$ cat src/rtl/scan_pkg.sv
// Shared types and constants for the HUB75 LED matrix scanner.
// Latency: n/a (declarations only).
// Backpressure: n/a.
package scan_pkg;

  typedef enum logic [2:0] {
    IDLE,
    PREFETCH,
    SHIFT,
    BLANK,
    LATCH,
    DISPLAY
  } scan_state_t;

  localparam int COLS_DEFAULT = 32;
  localparam int ROWS_DEFAULT = 16;

  // Frame-buffer address is {row, col}.
  localparam int COL_W   = 5;
  localparam int ROW_W   = 4;
  localparam int ADR_W   = ROW_W + COL_W;
  localparam int PIX_W   = 6;
  localparam int DWELL_W = 16;

  // rd[5:3] = {R,G,B} of upper panel half, rd[2:0] = {R,G,B} of lower half.
  localparam int TOP_RGB_HI = 5;
  localparam int BOT_RGB_HI = 2;

endpackage

$ cat src/rtl/scan_dwell_timer.sv
// Loadable down-counter that times how long a row stays lit.
// Latency: load takes effect on the next clk edge; o_done is combinational on the count.
// Backpressure: none; counts only while i_dec is high and stops at zero.
//
// Ports:
//   clk, reset_n      clock and asynchronous active-low reset
//   i_load/i_load_val load the counter (load wins over decrement)
//   i_dec             decrement enable
//   o_done            count has reached zero
module scan_dwell_timer
  import scan_pkg::*;
(
  input  logic               clk,
  input  logic               reset_n,
  input  logic               i_load,
  input  logic [DWELL_W-1:0] i_load_val,
  input  logic               i_dec,
  output logic               o_done
);

  logic [DWELL_W-1:0] r_cnt;

  always_ff @(posedge clk or negedge reset_n) begin
    if (!reset_n) begin
      r_cnt <= '0;
    end else if (i_load) begin
      r_cnt <= i_load_val;
    end else if (i_dec && (r_cnt != '0)) begin
      r_cnt <= r_cnt - DWELL_W'(1);
    end
  end

  assign o_done = (r_cnt == '0);

endmodule

$ cat src/rtl/led_matrix_scan.sv
// Walks the 512x6 frame buffer and drives a 32x32 HUB75 panel at 1/16 scan.
// Latency: one-column address prefetch; each row takes 67 + ON_CYCLES clk cycles.
// Backpressure: none; free-running while en is high, en sampled only in IDLE and at row end.
//
// Ports:
//   clk, reset_n        clock, asynchronous active-low reset
//   en                  scan enable
//   rd[5:0]             pixel pair read from the frame buffer
//   adr[8:0]            frame-buffer read address {row, col}
//   r1,g1,b1,r2,g2,b2   panel colour data (upper / lower half)
//   sclk, lat, oe_n     panel shift clock, latch strobe, output enable (active low)
//   row_sel[3:0]        panel row address A..D
//   frame_start         one-cycle pulse in the row-0 PREFETCH cycle
// Build option: define SCAN_FRAME_PULSE_EN to generate frame_start; otherwise it is tied low.
module led_matrix_scan
  import scan_pkg::*;
#(
  parameter int ON_CYCLES = 256,
  parameter int COLS      = COLS_DEFAULT,
  parameter int ROWS      = ROWS_DEFAULT
) (
  input  logic             clk,
  input  logic             reset_n,
  input  logic             en,
  input  logic [PIX_W-1:0] rd,
  output logic [ADR_W-1:0] adr,
  output logic             r1,
  output logic             g1,
  output logic             b1,
  output logic             r2,
  output logic             g2,
  output logic             b2,
  output logic             sclk,
  output logic             lat,
  output logic             oe_n,
  output logic [ROW_W-1:0] row_sel,
  output logic             frame_start
);

  localparam logic [COL_W-1:0]   LP_LAST_COL   = COL_W'(COLS - 1);
  localparam logic [ROW_W-1:0]   LP_LAST_ROW   = ROW_W'(ROWS - 1);
  localparam logic [DWELL_W-1:0] LP_DWELL_LOAD = DWELL_W'(ON_CYCLES - 1);

  scan_state_t      r_state, w_state_nxt;
  logic [ROW_W-1:0] r_row, w_row_nxt;
  logic [COL_W-1:0] r_col, w_col_nxt;
  logic             r_ph, w_ph_nxt;
  logic [ADR_W-1:0] r_adr, w_adr_nxt;
  logic [PIX_W-1:0] r_rgb, w_rgb_nxt;
  logic             r_sclk, w_sclk_nxt;
  logic             r_lat, w_lat_nxt;
  logic             r_oe_n, w_oe_n_nxt;
  logic [ROW_W-1:0] r_row_sel, w_row_sel_nxt;
  logic             w_dwell_load;
  logic             w_dwell_done;
  logic [COL_W-1:0] w_col_inc;
  logic [ROW_W-1:0] w_row_inc;

  assign w_col_inc = r_col + COL_W'(1);
  assign w_row_inc = (r_row == LP_LAST_ROW) ? '0 : r_row + ROW_W'(1);

  always_ff @(posedge clk or negedge reset_n) begin
    if (!reset_n) begin
      r_state   <= IDLE;
      r_row     <= '0;
      r_col     <= '0;
      r_ph      <= 1'b0;
      r_adr     <= '0;
      r_rgb     <= '0;
      r_sclk    <= 1'b0;
      r_lat     <= 1'b0;
      r_oe_n    <= 1'b1;
      r_row_sel <= '0;
    end else begin
      r_state   <= w_state_nxt;
      r_row     <= w_row_nxt;
      r_col     <= w_col_nxt;
      r_ph      <= w_ph_nxt;
      r_adr     <= w_adr_nxt;
      r_rgb     <= w_rgb_nxt;
      r_sclk    <= w_sclk_nxt;
      r_lat     <= w_lat_nxt;
      r_oe_n    <= w_oe_n_nxt;
      r_row_sel <= w_row_sel_nxt;
    end
  end

  // Outputs are registered: this block computes the value each output takes
  // on entry to the next state, so every output is valid for its whole state.
  always_comb begin
    w_state_nxt   = r_state;
    w_row_nxt     = r_row;
    w_col_nxt     = r_col;
    w_ph_nxt      = r_ph;
    w_adr_nxt     = r_adr;
    w_rgb_nxt     = r_rgb;
    w_sclk_nxt    = r_sclk;
    w_lat_nxt     = r_lat;
    w_oe_n_nxt    = r_oe_n;
    w_row_sel_nxt = r_row_sel;
    w_dwell_load  = 1'b0;

    case (r_state)
      IDLE: begin
        w_oe_n_nxt = 1'b1;
        if (en) begin
          w_state_nxt = PREFETCH;
          w_adr_nxt   = {r_row, COL_W'(0)};
        end
      end

      PREFETCH: begin
        // rd now holds column 0; present it and fetch column 1.
        w_state_nxt = SHIFT;
        w_col_nxt   = '0;
        w_ph_nxt    = 1'b0;
        w_rgb_nxt   = rd;
        w_adr_nxt   = {r_row, COL_W'(1)};
        w_sclk_nxt  = 1'b0;
      end

      SHIFT: begin
        if (!r_ph) begin
          w_ph_nxt   = 1'b1;
          w_sclk_nxt = 1'b1;
        end else if (r_col == LP_LAST_COL) begin
          w_state_nxt = BLANK;
          w_col_nxt   = '0;
          w_ph_nxt    = 1'b0;
          w_sclk_nxt  = 1'b0;
        end else begin
          // Data for column c+1 arrives while the address for c+2 goes out;
          // the address past the last column wraps and is never used.
          w_col_nxt  = w_col_inc;
          w_ph_nxt   = 1'b0;
          w_rgb_nxt  = rd;
          w_adr_nxt  = {r_row, w_col_inc + COL_W'(1)};
          w_sclk_nxt = 1'b0;
        end
      end

      BLANK: begin
        w_state_nxt   = LATCH;
        w_lat_nxt     = 1'b1;
        w_row_sel_nxt = r_row;
        w_oe_n_nxt    = 1'b1;
        w_sclk_nxt    = 1'b0;
      end

      LATCH: begin
        w_state_nxt  = DISPLAY;
        w_lat_nxt    = 1'b0;
        w_oe_n_nxt   = 1'b0;
        w_dwell_load = 1'b1;
      end

      DISPLAY: begin
        if (w_dwell_done) begin
          w_row_nxt  = w_row_inc;
          w_oe_n_nxt = 1'b1;
          if (en) begin
            w_state_nxt = PREFETCH;
            w_adr_nxt   = {w_row_inc, COL_W'(0)};
          end else begin
            w_state_nxt = IDLE;
          end
        end
      end

      default: begin
        w_state_nxt = IDLE;
        w_oe_n_nxt  = 1'b1;
      end
    endcase
  end

  scan_dwell_timer u_dwell (
    .clk        (clk),
    .reset_n    (reset_n),
    .i_load     (w_dwell_load),
    .i_load_val (LP_DWELL_LOAD),
    .i_dec      (r_state == DISPLAY),
    .o_done     (w_dwell_done)
  );

`ifdef SCAN_FRAME_PULSE_EN
  logic r_frame_start;

  // PREFETCH lasts one cycle, so this is high exactly for the row-0 PREFETCH.
  always_ff @(posedge clk or negedge reset_n) begin
    if (!reset_n) begin
      r_frame_start <= 1'b0;
    end else begin
      r_frame_start <= (w_state_nxt == PREFETCH) && (w_row_nxt == '0);
    end
  end

  assign frame_start = r_frame_start;
`else
  assign frame_start = 1'b0;
`endif

  assign adr     = r_adr;
  assign r1      = r_rgb[TOP_RGB_HI];
  assign g1      = r_rgb[TOP_RGB_HI-1];
  assign b1      = r_rgb[TOP_RGB_HI-2];
  assign r2      = r_rgb[BOT_RGB_HI];
  assign g2      = r_rgb[BOT_RGB_HI-1];
  assign b2      = r_rgb[BOT_RGB_HI-2];
  assign sclk    = r_sclk;
  assign lat     = r_lat;
  assign oe_n    = r_oe_n;
  assign row_sel = r_row_sel;

endmodule
$ cat config.mk
export PLATFORM = sky130hd
export DESIGN_NAME = led_matrix_scan
export DESIGN_NICKNAME = d
export VERILOG_FILES = /design/src/rtl/scan_pkg.sv /design/src/rtl/scan_dwell_timer.sv /design/src/rtl/led_matrix_scan.sv
export SDC_FILE = /design/constraint.sdc
export NUM_CORES = 1
export LEC_CHECK = 0
export ABC_AREA = 1
export ABC_CLOCK_PERIOD_IN_PS = 1900
export BUFFER_PORTS_ARGS = -buffer_cell sky130_fd_sc_hd__buf_2
export CAP_MARGIN = 20
export CORE_ASPECT_RATIO = 1.4
export CORE_MARGIN = 2
export CORE_UTILIZATION = 52
export CTS_CLUSTER_SIZE = 20
export DETAILED_ROUTE_END_ITERATION = 8
export PLACE_DENSITY = 0.77
export SLEW_MARGIN = 20
export SYNTH_ARGS = -nofsm -noshare
export SYNTH_HDL_FRONTEND = slang
export SYNTH_SLANG_ARGS = --single-unit
$ cat constraint.sdc
create_clock -name clk -period 1.9 [get_ports clk]
set_clock_uncertainty 0.05 [all_clocks]
set_input_delay 0.285 -clock clk [delete_from_list [all_inputs] [get_ports clk]]
set_output_delay 0.285 -clock clk [all_outputs]
set_load 0.1 [all_outputs]
# ---- After elaboration in Yosys (flattened, before gate mapping)
# Cells that the tools add are included.
dict set report totals {
  latch_bits 0
  inputBits 9
  regBits 51
  rom_bits 0
  n_memories 0
  mem_bits_rw 0
}
dict set report classes {
  n_mul 0
  n_addsub 4
  n_bitwise 1
  n_lt_le_gt_ge 0
  shift 0
  eq_ne 13
  muxes 28
  div_mod_pow 0
  reduce_logical 17
}
# operator n
set op_table {}
lappend op_table {{9-bit 2-to-1 mux} 5}
lappend op_table {{9-bit case mux with 4 select lines} 1}
lappend op_table {{16-bit 2-to-1 mux} 2}
lappend op_table {{3-bit case mux with 6 select lines} 1}
lappend op_table {{16-bit logical NOT} 1}
lappend op_table {{16-bit nonzero test} 1}
lappend op_table {{16-bit by 1-bit subtractor with 16-bit output (second input constant)} 1}
lappend op_table {{3-bit 2-to-1 mux} 4}
lappend op_table {{6-bit 2-to-1 mux} 2}
lappend op_table {{2-bit inequality test (second input constant)} 6}
lappend op_table {{6-bit case mux with 2 select lines} 1}
lappend op_table {{5-bit by 1-bit adder with 5-bit output (second input constant)} 2}
lappend op_table {{5-bit 2-to-1 mux} 2}
lappend op_table {{5-bit case mux with 2 select lines} 1}
lappend op_table {{2-bit nonzero test} 4}
lappend op_table {{3-bit by 2-bit equality test with 1-bit output (second input constant)} 2}
lappend op_table {{3-bit equality test (second input constant)} 2}
lappend op_table {{1-bit case mux with 2 select lines} 3}
lappend op_table {{2-bit AND reduction} 3}
lappend op_table {{6-bit AND reduction} 1}
lappend op_table {{5-bit equality test (second input constant)} 1}
lappend op_table {{4-bit by 1-bit adder with 4-bit output (second input constant)} 1}
lappend op_table {{4-bit equality test (second input constant)} 1}
lappend op_table {{1-bit 2-to-1 mux} 4}
lappend op_table {{10 further kinds} 11}

# ---- Longest topological paths before layout
# Gate-level depths: netlist (run 1).
dict set report depth {
  ltp_word 5
  ltp_mapped 11
  depth_no_buf 11
}

# ---- Hierarchy
# Synthesis (run 1) repeated with hierarchy kept, for this count alone.
dict set report hier_totals {
  hier_cells 392
  hier_area_um2 2975.4
}
# module area_each_um2 instances cells_each
set by_module_without_submodules {}
lappend by_module_without_submodules {led_matrix_scan 1720.4 1 209}
lappend by_module_without_submodules {scan_dwell_timer 1255.0 1 183}

# ---- Worst setup path before layout (run 1)
# Ideal clock, no wire load.
dict set report synth_timing {
  path_kind {register -> register}
  start {register r_col[0]}
  end {register r_adr[7] (netlist: adr[7])}
  path_stages_with_launch 12
  arrival_time_ns 1.615
  path_buffers 1
  setup_ns 0.125
  period_less_slack_ns 1.790
  setup_slack_ns 0.110
  cell_sequence {dfrtp_1 ha_1 nand2_1 nor2_1 ha_1 inv_1 nor2_1 nor2_2 nand3_4 buf_6 nand2_1 o21ai_1}
}
dict set report synth_via {
  elab_chain_len 3
}
# element line_no
set synth_rtl {}
lappend synth_rtl {{start: declaration} led_matrix_scan.sv:46} ;# logic [COL_W-1:0] r_col, w_col_nxt;
lappend synth_rtl {{start signal: assignment} led_matrix_scan.sv:77} ;# r_col <= w_col_nxt;
lappend synth_rtl {{5-bit equality test} led_matrix_scan.sv:126} ;# end else if (r_col == LP_LAST_COL) begin
lappend synth_rtl {{2-bit inequality test (no line)} --}
lappend synth_rtl {{6-bit AND reduction (no line)} --}
lappend synth_rtl {{end signal: assignment} led_matrix_scan.sv:79} ;# r_adr <= w_adr_nxt;
lappend synth_rtl {{end: declaration} led_matrix_scan.sv:48} ;# logic [ADR_W-1:0] r_adr, w_adr_nxt;
# No other way between the ends.
# A chain may end at the register's enable or synchronous reset.

# ---- Worst setup path in the final report (run 1)
dict set report layout_timing {
  start {register r_col[1]}
  end {register r_adr[6] (netlist: adr[6])}
}
# The elaborated chain is that of the path after synthesis.

==> impl_metrics.toml, run 1 <==
[run_status]
status = "complete, no violations"

[sta]
final.setup.tns_ps = 0
max_freq_mhz = 554.2
hold_viol_final = 0
fin_crit_sh = 0.9497
finalMaxSlewViolations = 0
setup_viol = 0
min_period_ps = 1804
whs_ps = 142.8

[routing]
final_antenna_net_count = 0
post_drt_wl_per_cell_um = 12.38
drt_first_pass_iters = 4
highest_layer = "met4"
via_count = 2395
wl_met1_um = 2461
drt_wl_total_um = 5755
met3_length_um = 163
met2_length_um = 2976
drtIter0Drc = 185
via_per_inst = 5.151
drc = 0

[setup_path]
worstSetupEndpointType = "register"
crit_type = "register to register"
required_ps = 2050
cp_max_fo = 8
cp.arrival_ps = 1960
r2r_start = "r_col[1]$_DFFE_PN0P_"
setup.worst_path.start = "r_col[1]$_DFFE_PN0P_"
setup.worst_path.start_class = "register"

[pwr]
p_sw_uw = 481.7
p_clk_frac = 0.397
combPwrFrac = 0.054
p_seq_frac = 0.549
ir_drop_mv = 0.5199
total_power_mw = 1.992
power_density_nw_per_um2 = 625.8
p_sw_frac = 0.2418
p_leak_nw = 1.726
p_int_mw = 1.510

[clocking]
htreeDepth = 2
cts_made_buffers = 5
clk_latency_ps = 320
clockBufferDepth = 2
clkTransAtPathRegs_ps = 100
cts_tree = "done"
cts_sinks = 51
root_buffer = "clkbuf_8"

[finish]
multiInputGateArea_um2 = 1296
syn_to_final_growth_pct = 15.48
mostFrequentLayoutCells = "105 x nand2_1, 50 x dfrtp_1, 36 x inv_1"
final_common_cell = "nand2_1"
nets = 412
n_fill_cell = 463
fin_util = 0.6170
drive_gt1_frac = 0.2055
seqCellArea_um2 = 1277
instances_no_fill = 465
antenna_cells = 0

[yosys]
yosysSeqAreaShare = 0.4635
yosysWarnings = 0
ys_seq_elements = 51
synth.top_cells.by_area = "dfrtp_1 45%, nand2_1 14%, nand3_1 5.3%"
postSynthAreaPerCell_um2 = 7.721
synth_area_leader_cell = "dfrtp_1"
syn_nets = 371
synth_cells = 357
synth_top_area_frac = 0.4539
syn_area_um2 = 2756
synth.distinct_cells = 32

[global_routing]
gr-usage-all-layers = 0.2152
overflow = 0
antenna_found_initial = 0
grt_pass1_wl_um = 9970
grt_max_degree = 43
grt_pass1_vias = 2320

[placed_design]
port_buffers = 30
gp_congestion = 0.8995
place_hpwl_um = 4164
dp.cells = 454

[floorplan]
start_util = 0.5343
die_area_um2 = 5907
ioPinCount = 32
rows = 31
die_x_um = 65.53
core_um2 = 5159
fp.dieH_um = 90.15

[hold_path]
hold_class = "input pin to register"
hold_path_startpoint = "rd[1]"

[run]
cap_violations = 0
power groups by stage:
| stage | logic (mW) | clock network, mW | registers [mW] |
|---|---|---|---|
| after global placement | 0.107 | 0 | 1.12 |
| final | 0.107 | 0.791 | 1.09 |
| after CTS | 0.109 | 0.809 | 1.09 |
| after global routing | 0.116 | 0.851 | 1.10 |
| after detailed placement | 0.108 | 0 | 1.12 |
| after floorplan | 0.0175 | 0 | 1.16 |
Yosys cell counts (all sizes together):
| library cell | n |
|---|---|
| or2 | 2 |
| o31ai | 1 |
| nand4 | 9 |
| nand3b | 1 |
| a21oi | 5 |
| inv | 45 |
| o22ai | 3 |
| ha | 5 |
| dfrtp | 50 |
| conb | 1 |
| nand2 | 113 |
| o21a | 1 |
| dfstp | 1 |
| o21ai | 38 |
| nand3 | 31 |
| nor2 | 42 |
| buf | 6 |
| xor2 | 3 |
path summary, 6_finish.rpt:
path / end / slack, ps / cells past startpoint
hold reg to reg: oe_n$_DFFE_PN1P_ / 430 / 2
setup reg to reg: adr[6]$_DFFE_PN0P_ / 100 / 10
max in group asynchronous: oe_n$_DFFE_PN1P_ / 950 / 3
setup / recovery: adr[6]$_DFFE_PN0P_ / 100 / 10
hold / removal: r_rgb[1]$_DFFE_PN0P_ / 140 / 3
min in group asynchronous: u_dwell.r_cnt[10]$_DFFE_PN0P_ / 310 / 2
per-stage QoR:
step | setup slack (ps) | instance area (µm²)
6_report | 95.61 | 3183
4_1_cts | 50.12 | 3129
3_3_place_gp | 150.1 | 3003
2_1_floorplan | 110.3 | 2756
5_1_grt | -9.303 | 3183
3_5_place_dp | 67.16 | 3003
critical path, cell delays in order, from the launching register on:
cell and delay (ps):
dfrtp_1 440, ha_1 210, nand2_1 100, nor2_1 50
ha_1 200, inv_2 80, nor2_1 70, nor2_4 200
nand3_4 140, nand2_1 100, o21ai_2 60
logic make-up (layout without fill, tap and decap cells):
logic type | after synthesis | after routing | share of synthesized area
other | 1 | 1 | 0.001360
AOI/OAI and AO/OA | 48 | 48 | 0.09987
DFF | 51 | 51 | 0.4635
adders and majority gates | 5 | 5 | 0.02270
buffers and inverters | 51 | 92 | 0.08171
and+or+nand+nor | 198 | 199 | 0.3214
xor gates and xnor gates | 3 | 3 | 0.009534
cell type report:
cell class | count | share of cell area
well taps | 66 | 0.02594
multi-input cells | 256 | 0.4072
clock buffers | 5 | 0.02162
repair buffers | 39 | 0.07429
inverters | 45 | 0.05464
clock inverters | 3 | 0.01494
flip-flops and latches | 51 | 0.4013
per-layer routing:
metal,vias up,track usage
met2,49,0.3827
li1,1220,-
met4,0,0.09028
met1,1111,0.2481
met5,-,0
met3,15,0.03755
timing repair:
item | CTS | global route
hold buffers | 1 | 0
gates resized for setup | 0 | 9
buffers inserted | 0 | 1
setup endpoints to repair | 0 | 26
endpoints found under the hold margin | 9 | 0
flip-flops by register name, indices dropped and copies added, names as in the netlist:
| name | cells |
|---|---|
| r_rgb | 6 |
| sclk | 1 |
| r_ph | 1 |
| lat | 1 |
| r_col | 5 |
| u_dwell.r_cnt | 16 |
| adr | 9 |
| oe_n | 1 |
| r_row | 4 |
| row_sel | 4 |
| r_state | 3 |
No activity file was read; power rests on OpenSTA's default activity.
==> inputs of run 2 (changes only) <==
--- a/config.mk
+++ b/config.mk
@@ -14,6 +14,7 @@
 export CORE_UTILIZATION = 52
 export CTS_CLUSTER_SIZE = 20
 export DETAILED_ROUTE_END_ITERATION = 8
+export GPL_TIMING_DRIVEN = 0
 export PLACE_DENSITY = 0.77
 export SLEW_MARGIN = 20
 export SYNTH_ARGS = -nofsm -noshare
==> run 2 against run 1 <==
Maximum frequency grew 1.3%; first-iteration DRC count shrank 30%; register-to-register slack gained 20 ps; routed wire length shrank 1.5%; die area is the same; sequential share of layout area grew 0.58 points; cell area shrank 1.3%; hold slack gained 16 ps; sequential power is essentially flat.
==> impl_metrics.toml, run 2 (same netlist as run 1, synthesis figures left out) <==
[floorplan]
ioPinCount = 32
start_util = 0.5343
die_area_um2 = 5907
core_um2 = 5159
rows = 31
fp.dieH_um = 90.15
die_x_um = 65.53

[sta]
relSlewSlack = 0.5753
setup_viol = 0
finalMaxSlewViolations = 0
fin_crit_sh = 0.9378
max_freq_mhz = 561.2
min_period_ps = 1782
hold_viol_final = 0
worstMarginPinSlew_ps = 637.1
setup_ws_ps = 118.1
whs_ps = 158.6
rsz0062_at_grt = "false"

[finish]
antenna_cells = 0
syn_to_final_growth_pct = 13.94
design_area_um2 = 3141
final_common_cell = "nand2_1"
largest_reg_flops = 16
mostFrequentLayoutCells = "104 x nand2_1, 49 x dfrtp_1, 36 x inv_1"
nets = 413
drive_gt1_frac = 0.2175
regMostFlops = "u_dwell.r_cnt"
fin_util = 0.6088

[clocking]
cts_sinks = 51
root_buffer = "clkbuf_8"
clk_latency_ps = 300
cts_tree = "done"
htreeDepth = 2
cts_made_buffers = 5
clkTransAtPathRegs_ps = 90
clockBufferDepth = 2

[setup_path]
cp_max_fo = 10
worstSetupEndpointType = "register"
required_ps = 2040
cp.arrival_ps = 1920
setup.worst_path.start_class = "register"
crit_type = "register to register"

[global_routing]
overflow = 0
grt_max_degree = 52
grt_pass1_wl_um = 9880
antenna_found_initial = 0
grt_pass1_vias = 2342
gr-usage-all-layers = 0.2086

[pwr]
ir_drop_mv = 0.4648
total_power_mw = 1.818
power_density_nw_per_um2 = 578.9
p_leak_nw = 1.693

[routing]
drt_first_pass_iters = 4
drt_wl_total_um = 5666
drc = 0
via_per_inst = 5.208
post_drt_wl_per_cell_um = 12.16
final_antenna_net_count = 0
via_count = 2427
drtIter0Drc = 130

[hold_path]
hold_class = "input pin to register"

[run]
cap_violations = 0

[placed_design]
gp_congestion = 0.8573
place_ws_ps = -37.20
place_hpwl_um = 4171
placed_area_um2 = 2992
port_buffers = 30

[run_status]
status = "complete, no violations"
==> run 2: repair_timing <==
| action | in CTS | in global routing |
|---|---|---|
| pin swaps | 1 | 2 |
| resized for setup | 1 | 8 |
| setup endpoints to repair | 4 | 25 |
| hold buffers | 1 | 0 |
| setup buffers | 0 | 4 |
| hold endpoints to repair | 50 | 0 |
==> run 2: final timing paths <==
kind / start / end / slack, ps / cells past startpoint
max in group asynchronous: reset_n / r_col[0]$_DFFE_PN0P_ / 850 / 2
worst max register to register: r_col[0]$_DFFE_PN0P_ / adr[7]$_DFFE_PN0P_ / 120 / 11
min in group asynchronous: reset_n / u_dwell.r_cnt[11]$_DFFE_PN0P_ / 500 / 2
worst min-delay path: rd[5] / r_rgb[5]$_DFFE_PN0P_ / 160 / 3
worst min register to register: oe_n$_DFFE_PN1P_ / oe_n$_DFFE_PN1P_ / 420 / 2
worst max-delay path: r_col[0]$_DFFE_PN0P_ / adr[7]$_DFFE_PN0P_ / 120 / 11
==> run 2: power breakdown <==
group | switching [mW] | total, mW | internal [mW]
Sequential | 0.00332 | 1.09 | 1.09
Combinational | 0.0873 | 0.105 | 0.0173
Clock | 0.361 | 0.619 | 0.259
==> run 2: layout make-up <==
cell class / instances / area [µm²]
Inverter: 45 / 173.9
Clock buffer: 6 / 72.57
Clock inverter: 2 / 12.51
Multi-Input combinational cell: 255 / 1276
Tap cell: 66 / 82.58
Timing Repair Buffer: 35 / 192.7
Fill cell: 458 / 2018
Buffer: 6 / 51.30
Sequential cell: 51 / 1279
==> run 2: metal layers <==
metal,track usage,part of all wire,vias to the layer above
li1,-,-,1218
met5,0,0,-
met3,0.03379,0.031,10
met1,0.2384,0.41,1150
met4,0.07639,0.017,0
met2,0.3801,0.54,49
==> run 2: worst max-delay path: stages (launching register included) <==
cell	delay (ps)
dfrtp_2	430
ha_2	200
nand2_2	90
nor2_1	50
ha_1	200
inv_2	70
nor2_1	50
nor2_2	170
nand3_4	110
buf_6	160
nand2_1	50
o21ai_1	60
==> run 2: per-stage QoR <==
stage	setup TNS [ps]	std cells
after floorplan	0	357
after global routing	0	466
after global placement	-14.64	453
after CTS	0	462
final	0	466
after detailed placement	-96.69	453
